$ cat src/rtl/pong_referee.sv
// -----------------------------------------------------------------------------
// pong_referee
//
// Game referee that sits downstream of the ball block and closes the loop back
// to it. Compares the ball position against both paddles, reports per-side
// paddle hits, detects misses, keeps both scores and runs the game-state FSM
// (IDLE -> PLAY -> POINT -> PLAY ... -> OVER). After every point it holds the
// ball in reset (ballResetN low) so the ball re-serves from its load position.
//
// Optional feature macro: PONG_REFEREE_GRACE_EN
//   When defined, each paddle span is widened by one row on each side
//   (paddleY-1 .. paddleY+PADDLE_HEIGHT, clamped to 0..31). This applies to
//   the hit outputs and the miss test alike.
//
// Ports:
//   clk            in   system clock, rising edge
//   reset          in   asynchronous active-low reset
//   xPosition[5:0] in   ball x coordinate
//   yPosition[4:0] in   ball y coordinate
//   isBallMoving   in   one-cycle strobe, ball steps this cycle
//   leftPaddleY    in   top row of the left paddle
//   rightPaddleY   in   top row of the right paddle
//   startButton    in   start/restart request (synchronous level)
//   isHittingLeft  out  registered: ball y within left paddle span
//   isHittingRight out  registered: ball y within right paddle span
//   scoreLeft      out  left player score
//   scoreRight     out  right player score
//   ballResetN     out  active-low ball re-serve request
//   gameState      out  0=IDLE, 1=PLAY, 2=POINT, 3=OVER
// -----------------------------------------------------------------------------
module pong_referee #(
    parameter int PADDLE_HEIGHT = 4,
    parameter int LEFT_COL      = 1,
    parameter int RIGHT_COL     = 62,
    parameter int WIN_SCORE     = 9,
    parameter int POINT_HOLD    = 16
) (
    input  logic       clk,
    input  logic       reset,
    input  logic [5:0] xPosition,
    input  logic [4:0] yPosition,
    input  logic       isBallMoving,
    input  logic [4:0] leftPaddleY,
    input  logic [4:0] rightPaddleY,
    input  logic       startButton,
    output logic       isHittingLeft,
    output logic       isHittingRight,
    output logic [3:0] scoreLeft,
    output logic [3:0] scoreRight,
    output logic       ballResetN,
    output logic [1:0] gameState
);

    localparam int CNT_W = $clog2(POINT_HOLD);

    typedef enum logic [1:0] {
        IDLE  = 2'd0,
        PLAY  = 2'd1,
        POINT = 2'd2,
        OVER  = 2'd3
    } state_t;

    state_t           state, state_next;
    logic [3:0]       score_left_next, score_right_next;
    logic [CNT_W-1:0] hold_cnt, hold_cnt_next;
    logic             start_q;
    logic             start_armed;
    logic             start_pulse;
    logic             span_left, span_right;
    logic             miss_left, miss_right;
    logic             hit_enable;

    // Span test done 6 bits wide so paddleY+PADDLE_HEIGHT-1 never wraps
    // back into the low rows.
    function automatic logic in_span(input logic [4:0] y, input logic [4:0] top);
        logic [5:0] y6;
        logic [5:0] lo;
        logic [5:0] hi;
        y6 = {1'b0, y};
`ifdef PONG_REFEREE_GRACE_EN
        lo = (top == 5'd0) ? 6'd0 : ({1'b0, top} - 6'd1);
        hi = {1'b0, top} + 6'(PADDLE_HEIGHT);
        if (hi > 6'd31) hi = 6'd31;
`else
        lo = {1'b0, top};
        hi = {1'b0, top} + 6'(PADDLE_HEIGHT) - 6'd1;
`endif
        return (y6 >= lo) && (y6 <= hi);
    endfunction

    assign span_left  = in_span(yPosition, leftPaddleY);
    assign span_right = in_span(yPosition, rightPaddleY);

    // start_armed only rises once the button has been seen low after reset,
    // so a button held through reset cannot start a game on release.
    assign start_pulse = startButton & ~start_q & start_armed;

    // Left miss wins if both columns ever match (only possible with bad params).
    assign miss_left  = isBallMoving && (xPosition == 6'(LEFT_COL)) && !span_left;
    assign miss_right = isBallMoving && (xPosition >= 6'(RIGHT_COL)) && !span_right
                        && !miss_left;

    // State register
    always_ff @(posedge clk or negedge reset) begin
        if (!reset) begin
            state <= IDLE;
        end else begin
            state <= state_next;
        end
    end

    // Next-state and score/counter update logic
    always_comb begin
        state_next       = state;
        score_left_next  = scoreLeft;
        score_right_next = scoreRight;
        hold_cnt_next    = hold_cnt;
        case (state)
            IDLE: begin
                if (start_pulse) state_next = PLAY;
            end
            PLAY: begin
                if (miss_left) begin
                    score_right_next = scoreRight + 4'd1;
                    if (score_right_next == 4'(WIN_SCORE)) begin
                        state_next = OVER;
                    end else begin
                        state_next    = POINT;
                        hold_cnt_next = CNT_W'(POINT_HOLD - 1);
                    end
                end else if (miss_right) begin
                    score_left_next = scoreLeft + 4'd1;
                    if (score_left_next == 4'(WIN_SCORE)) begin
                        state_next = OVER;
                    end else begin
                        state_next    = POINT;
                        hold_cnt_next = CNT_W'(POINT_HOLD - 1);
                    end
                end
            end
            POINT: begin
                if (hold_cnt == '0) begin
                    state_next = PLAY;
                end else begin
                    hold_cnt_next = hold_cnt - 1'b1;
                end
            end
            OVER: begin
                if (start_pulse) begin
                    score_left_next  = 4'd0;
                    score_right_next = 4'd0;
                    state_next       = PLAY;
                end
            end
            default: state_next = IDLE;
        endcase
    end

    // Output decode: the ball is released only while play is live
    always_comb begin
        ballResetN = 1'b0;
        hit_enable = 1'b0;
        gameState  = state;
        if (state == PLAY) begin
            ballResetN = 1'b1;
            hit_enable = 1'b1;
        end
    end

    // Scores, hold counter, start edge detection and registered hit outputs
    always_ff @(posedge clk or negedge reset) begin
        if (!reset) begin
            scoreLeft      <= 4'd0;
            scoreRight     <= 4'd0;
            hold_cnt       <= '0;
            start_q        <= 1'b0;
            start_armed    <= 1'b0;
            isHittingLeft  <= 1'b0;
            isHittingRight <= 1'b0;
        end else begin
            scoreLeft      <= score_left_next;
            scoreRight     <= score_right_next;
            hold_cnt       <= hold_cnt_next;
            start_q        <= startButton;
            if (!startButton) start_armed <= 1'b1;
            isHittingLeft  <= hit_enable & span_left;
            isHittingRight <= hit_enable & span_right;
        end
    end

endmodule

$ cat config.mk
export PLATFORM = sky130hd
export DESIGN_NAME = pong_referee
export DESIGN_NICKNAME = d
export VERILOG_FILES = /design/src/rtl/pong_referee.sv
export SDC_FILE = /design/constraint.sdc
export NUM_CORES = 1
export LEC_CHECK = 0
export BUFFER_PORTS_ARGS = -buffer_cell sky130_fd_sc_hd__buf_4
export CORE_MARGIN = 3
export CORE_UTILIZATION = 40
export DETAILED_ROUTE_END_ITERATION = 10
export HOLD_SLACK_MARGIN = 0.02
export SYNTH_ARGS = -nofsm -noshare
export SYNTH_HDL_FRONTEND = slang
export SYNTH_SLANG_ARGS = --single-unit
$ cat constraint.sdc
create_clock -name clk -period 2.1 [get_ports clk]
set_input_delay 0.42 -clock clk [delete_from_list [all_inputs] [get_ports clk]]
set_output_delay 0.42 -clock clk [all_outputs]
set_load 0.1 [all_outputs]
After elaboration in Yosys (flattened, before gate mapping)
Index checks and enable logic that the tools add are counted.
{ "totals": {"inputBits": 25, "reg_bits": 18, "out_inout_bits": 13} }
{ "classes": {"bitwise_logic": 5, "reduce_logical": 19, "addsub": 7, "n_mux": 20, "order_cmp": 5, "eq_ne": 16} }
{ "ops": {"columns": ["cell", "n"], "rows": [
  ["two-way mux 4 bit", 9],
  ["one-hot mux 4 bit (2 select lines)", 3],
  ["adder 5 x 3 -> 6 bit, second input constant", 2],
  ["less-or-equal comparator 5 x 6 -> 1 bit", 2],
  ["!= test 2 bit, second input constant", 6],
  ["subtractor 6 x 1 -> 6 bit, second input constant", 2],
  ["greater-or-equal comparator 5 bit", 2],
  ["!= test 3 bit, second input constant", 3],
  ["adder 4 x 1 -> 4 bit, second input constant", 2],
  ["equality test 4 bit, second input constant", 2],
  ["two-way mux 2 bit", 4],
  ["logical AND 1 bit", 7],
  ["equality test 6 x 1 -> 1 bit, second input constant", 1],
  ["greater-or-equal comparator 6 bit, second input constant", 1],
  ["one-hot mux 2 bit (3 select lines)", 1],
  ["AND reduction 3 bit", 2],
  ["AND reduction 5 bit", 1],
  ["bitwise AND 1 bit", 4],
  ["equality test 2 bit, second input constant", 2],
  ["zero test 4 bit", 1],
  ["AND reduction 4 bit", 1],
  ["nonzero test 2 bit", 2],
  ["subtractor 4 x 1 -> 4 bit, second input constant", 1],
  ["zero test 1 bit", 3],
  ["6 further kinds", 8]
]} }

Logic depth before layout (Yosys ltp)
{ "depth": {"depth_word": 11, "mapped_depth": 12} }

Least setup slack after synthesis
OpenSTA, ideal clock, no wires.
{ "synth_path": {"path_kind": "reg-to-reg", "start": "register state[0], in the netlist gameState[0]", "end": "register hold_cnt[0]", "setup_ns": 0.128, "path_slack_ns": -1.305, "path_stages_with_launch": 7, "required_time_ns": 1.972, "t_arrival_ns": 3.278, "synth_period_minus_slack_ns": 3.405, "path_cell_list": "dfrtp_1 -> ha_1 -> inv_1 -> o21ai_1 -> or4b_4 -> nand3_1 -> mux2_1"} }
{ "synth_via": {"elab_chain_cells": 3, "elab_cells_between_ends": 9} }
{ "synth_lines": {"columns": ["element", "line_no", "rtl"], "rows": [
  ["start: declaration", "63", "state_t state, state_next;"],
  ["start signal: assignment", "108", "state <= state_next;"],
  ["equality test 2 x 1 -> 1 bit / equality test 2 bit (equally long branches)", "118", "case (state)"],
  ["!= test 3 bit (no source line), or another cell as far along", null, null],
  ["AND reduction 5 bit (no source line)", null, null],
  ["end signal: assignment", "183", "hold_cnt <= hold_cnt_next;"],
  ["end: declaration", "65", "logic [CNT_W-1:0] hold_cnt, hold_cnt_next;"]
]} }
Parallel ways exist; a longest one is shown, timed or not.
A chain may end at the register's enable or synchronous reset.

Worst setup path in the final report
{ "layout_path": {"start": "input port leftPaddleY[1]", "end": "register hold_cnt[1]"} }
{ "layout_via": {"elab_chain_cells": 10, "elab_cells_between_ends": 15} }
{ "layout_lines": {"columns": ["element", "line_no", "rtl"], "rows": [
  ["start: declaration", "43", "input logic [4:0] leftPaddleY,"],
  ["adder 5 x 3 -> 6 bit", "86", "hi = {1'b0, top} + 6'(PADDLE_HEIGHT) - 6'd1;"],
  ["subtractor 6 x 1 -> 6 bit", "86", null],
  ["less-or-equal comparator 5 x 6 -> 1 bit", "88", "return (y6 >= lo) && (y6 <= hi);"],
  ["logical AND 1 bit *", "88", null],
  ["zero test 1 bit *", "99", "assign miss_left = isBallMoving && (xPosition == 6'(LEFT_COL)) && !span_left;"],
  ["logical AND 1 bit *", "99", null],
  ["zero test 1 bit", "101", "&& !miss_left;"],
  ["logical AND 1 bit", "101", null],
  ["!= test 3 bit (no source line)", null, null],
  ["AND reduction 5 bit (no source line)", null, null]
]} }
Every way passes the cells marked *; elsewhere a longest branch is shown, timed or not.

==> impl_metrics.py <==
metrics = {
    "sta": {
        "skew_ps": 4.63,
        "hold_violations": 0,
        "tightest_slew_ps": 381,
        "max-slew-margin-rel": 0.745,
        "fin_crit_sh": 1.23,
        "finalSetupViolCount": 13,
        "setup_ws_ps": -476,
        "min_period_ps": 2580,
        "finalSetupTns_ps": -2740,
        "slew_violations": 0,
        "rsz0062_at_grt": "true",
        "fmax_ghz": 0.388,
    },
    "critical_path": {
        "r2r_end": "hold_cnt[1]",
        "start_kind": "input port",
        "critPathBufInv": 2,
        "slowest_delay_ps": 520,
        "r2r_cells": 6,
        "critPathSlowestCell": "or4b_4",
        "end_kind": "flop",
        "worstReg2RegStart": "scoreLeft[0]",
        "cp_cell_sequence": "buf_12, inv_12, ha_4, nor3_4, xnor2_1, ha_1, nand3_2, o21bai_1, a31o_1, and2_4, or4b_4, nand3_4, mux2_4",
        "cp.required_ps": 2240,
        "path_class": "in2reg",
        "ff2ff_setup_slack_ps": 40,
        "worstPathMaxFanout": 4,
        "arrival_ps": 2720,
        "path_delay_family": "simple AND/OR/NAND/NOR gates",
    },
    "drt": {
        "first_iter_violations": 68,
        "drc": 0,
        "drtAntennaViolNets": 0,
        "vias": 1732,
        "firstDrtPassIters": 4,
        "wl_per_cell_um": 13.3,
        "avgViaCountPerCell": 5.17,
        "wirelength_um": 4450,
    },
    "yosys": {
        "syn-mean-instance-area_sq_um": 8.47,
        "synth.most_common_cell": "ha_1",
        "synth-seq-cells": 18,
        "synth_ff_type": "dfrtp_1",
        "synth-warning-count": 0,
        "seq_area_frac_synth": 0.259,
        "synthDominantCellAreaShare": 0.259,
        "synth_edf_count": 0,
        "synth.area.top_cells": "dfrtp_1 (26%), ha_1 (22%), o21ai_0 (5.5%)",
        "yosys-top-cells-count": "ha_1 (30), inv_1 (20), o21ai_0 (19), dfrtp_1 (18), nand2_1 (15)",
        "syn_inst": 205,
        "syn_nets": 260,
        "synth_area_sq_um": 1740,
        "synth-async-reset-ratio": 1.00,
        "yosysUniqueCellTypes": 38,
        "synth_area_leader_cell": "dfrtp_1",
    },
    "global_route": {
        "globalRouteOverflowTotal": 0,
        "antenna_found_initial": 0,
        "grt_pass1_vias": 1686,
        "grt_max_degree": 19,
        "grt_usage": 0.178,
        "grt_pass1_wl_um": 7530,
    },
    "final_layout": {
        "diodes": 0,
        "drive_above_1_share": 0.379,
        "fillers": 369,
        "final_cell_area_sq_um": 2660,
        "layout-area-overhead-vs-synth_pct": 53.0,
        "fin_nets": 341,
    },
    "floorplan": {
        "start_util": 0.425,
        "die_area_sq_um": 5170,
        "ioPinCount": 38,
        "die_w_um": 71.9,
        "core_sq_um": 4090,
        "num_rows": 23,
        "die_y_um": 71.9,
    },
    "power_and_ir_drop": {
        "ir_drop_mv": 0.733,
        "leakage_nw": 1.26,
        "p_per_area_nw_per_um2": 1010,
    },
    "placed_design": {
        "io_buffers": 37,
        "hpwl_um": 3470,
        "gp_congestion": 0.827,
        "dpl_cell_area_sq_um": 2440,
    },
    "cts": {
        "clock-sinks": 18,
        "cts_tree": "built",
        "cts.hold.buffers_added": 0,
        "clockRootBuffer": "clkbuf_8",
        "path_clk_slew_ps": 70,
        "clock_path_buffers": 2,
        "h-tree-depth": 1,
        "clk_latency_ps": 250,
        "cts_inserted_buffers": 3,
    },
    "job": {
        "drv_cap": 0,
    },
    "status": {
        "status": "complete, but fails checks",
        "violations": "setup timing",
    },
    "worst_hold_path": {
        "hold_class": "in2async",
    },
}
## worst max-delay path by stage
stage,startpoint,end,slack [ps],cells after the start
floorplan,leftPaddleY[1],hold_cnt[0],-640,12
global placement,leftPaddleY[1],hold_cnt[1],-840,13
detailed placement,leftPaddleY[1],hold_cnt[1],-870,13
CTS,leftPaddleY[0],hold_cnt[1],-490,13
global route,leftPaddleY[1],hold_cnt[1],-560,13
finish,leftPaddleY[1],hold_cnt[1],-480,13
## cell families (layout without fill, tap and decap cells)
kind of cell             Yosys count  in the layout  share of synthesized area
AO/OA/AOI/OAI                     53             53                      0.179
buffers and inverters             22            102                     0.0476
adder cells (fa/ha/maj)           30             30                      0.216
flip-flops                        18             18                      0.259
AND/OR/NAND/NOR                   66             66                      0.210
multiplexers                       8              8                     0.0476
XOR/XNOR                           8              8                     0.0403
## metal layers
layer	part of all wire	GRT usage	vias up
li1	-	-	898
met1	0.48	0.245	800
met2	0.49	0.304	32
met3	0.033	0.0235	2
met4	0.0038	0.0251	0
met5	0	0	-
## power breakdown
group / switching (mW) / internal (mW)
Sequential: 0.142 / 0.466
Combinational: 1.16 / 0.633
Clock: 0.117 / 0.166
Total: 1.42 / 1.27
## flip-flops by register name, summed over array words and instances, names as in the netlist
register        count
hold_cnt            4
gameState           2
start_armed         1
start_q             1
isHittingRight      1
isHittingLeft       1
scoreRight          4
scoreLeft           4
## through the flow
stage	setup WS, ps	util	total power, mW	hold WS, ps	cells
3_3_place_gp	-838	0.598	2.31	305	324
6_report	-476	0.650	2.68	32.2	335
5_1_grt	-561	0.650	2.86	35.4	335
3_5_place_dp	-870	0.598	2.33	310	324
2_1_floorplan	-638	-	1.87	124	205
4_1_cts	-487	0.643	2.67	34.8	334
## cell usage in the layout, fill, tap and decap left out, types with 2 or more instances in the layout
master	netlist	routed
and3_1	2	2
mux2_4	0	2
dfrtp_2	0	2
a21oi_2	0	4
o2111ai_1	2	2
buf_6	0	3
xnor2_1	5	5
nand3_1	10	8
nand2_1	15	14
xor2_1	3	3
nor3b_1	5	5
inv_12	0	2
buf_4	0	71
a31oi_1	3	3
nor2_1	10	9
buf_12	0	3
a21oi_1	13	9
ha_1	30	27
ha_4	0	3
dfrtp_1	18	16
inv_1	20	16
nand2b_1	7	7
and3b_1	2	2
inv_8	0	2
clkbuf_8	0	4
o22ai_1	3	3
o21ai_1	3	9
o21ai_0	19	12
a21o_1	2	2
nor3_1	5	3
nor4b_1	2	2
mux2i_1	6	6
o21a_1	3	2
nor3_4	0	2
## timing repair
item | CTS | global route
pin swaps | 19 | 11
setup endpoints to repair | 14 | 14
setup buffers | 6 | 3
resized for setup | 24 | 11
## final cells by class
cell class | instances | area (sq um) | area share
sequential | 18 | 453 | 0.171
tap | 50 | 62.6 | 0.0236
clock buffer | 4 | 55.1 | 0.0207
inverter | 20 | 115 | 0.0433
multi-input combinational | 165 | 1330 | 0.500
timing repair buffer | 78 | 642 | 0.242
Note: power is estimated with default switching activity, not from simulation.
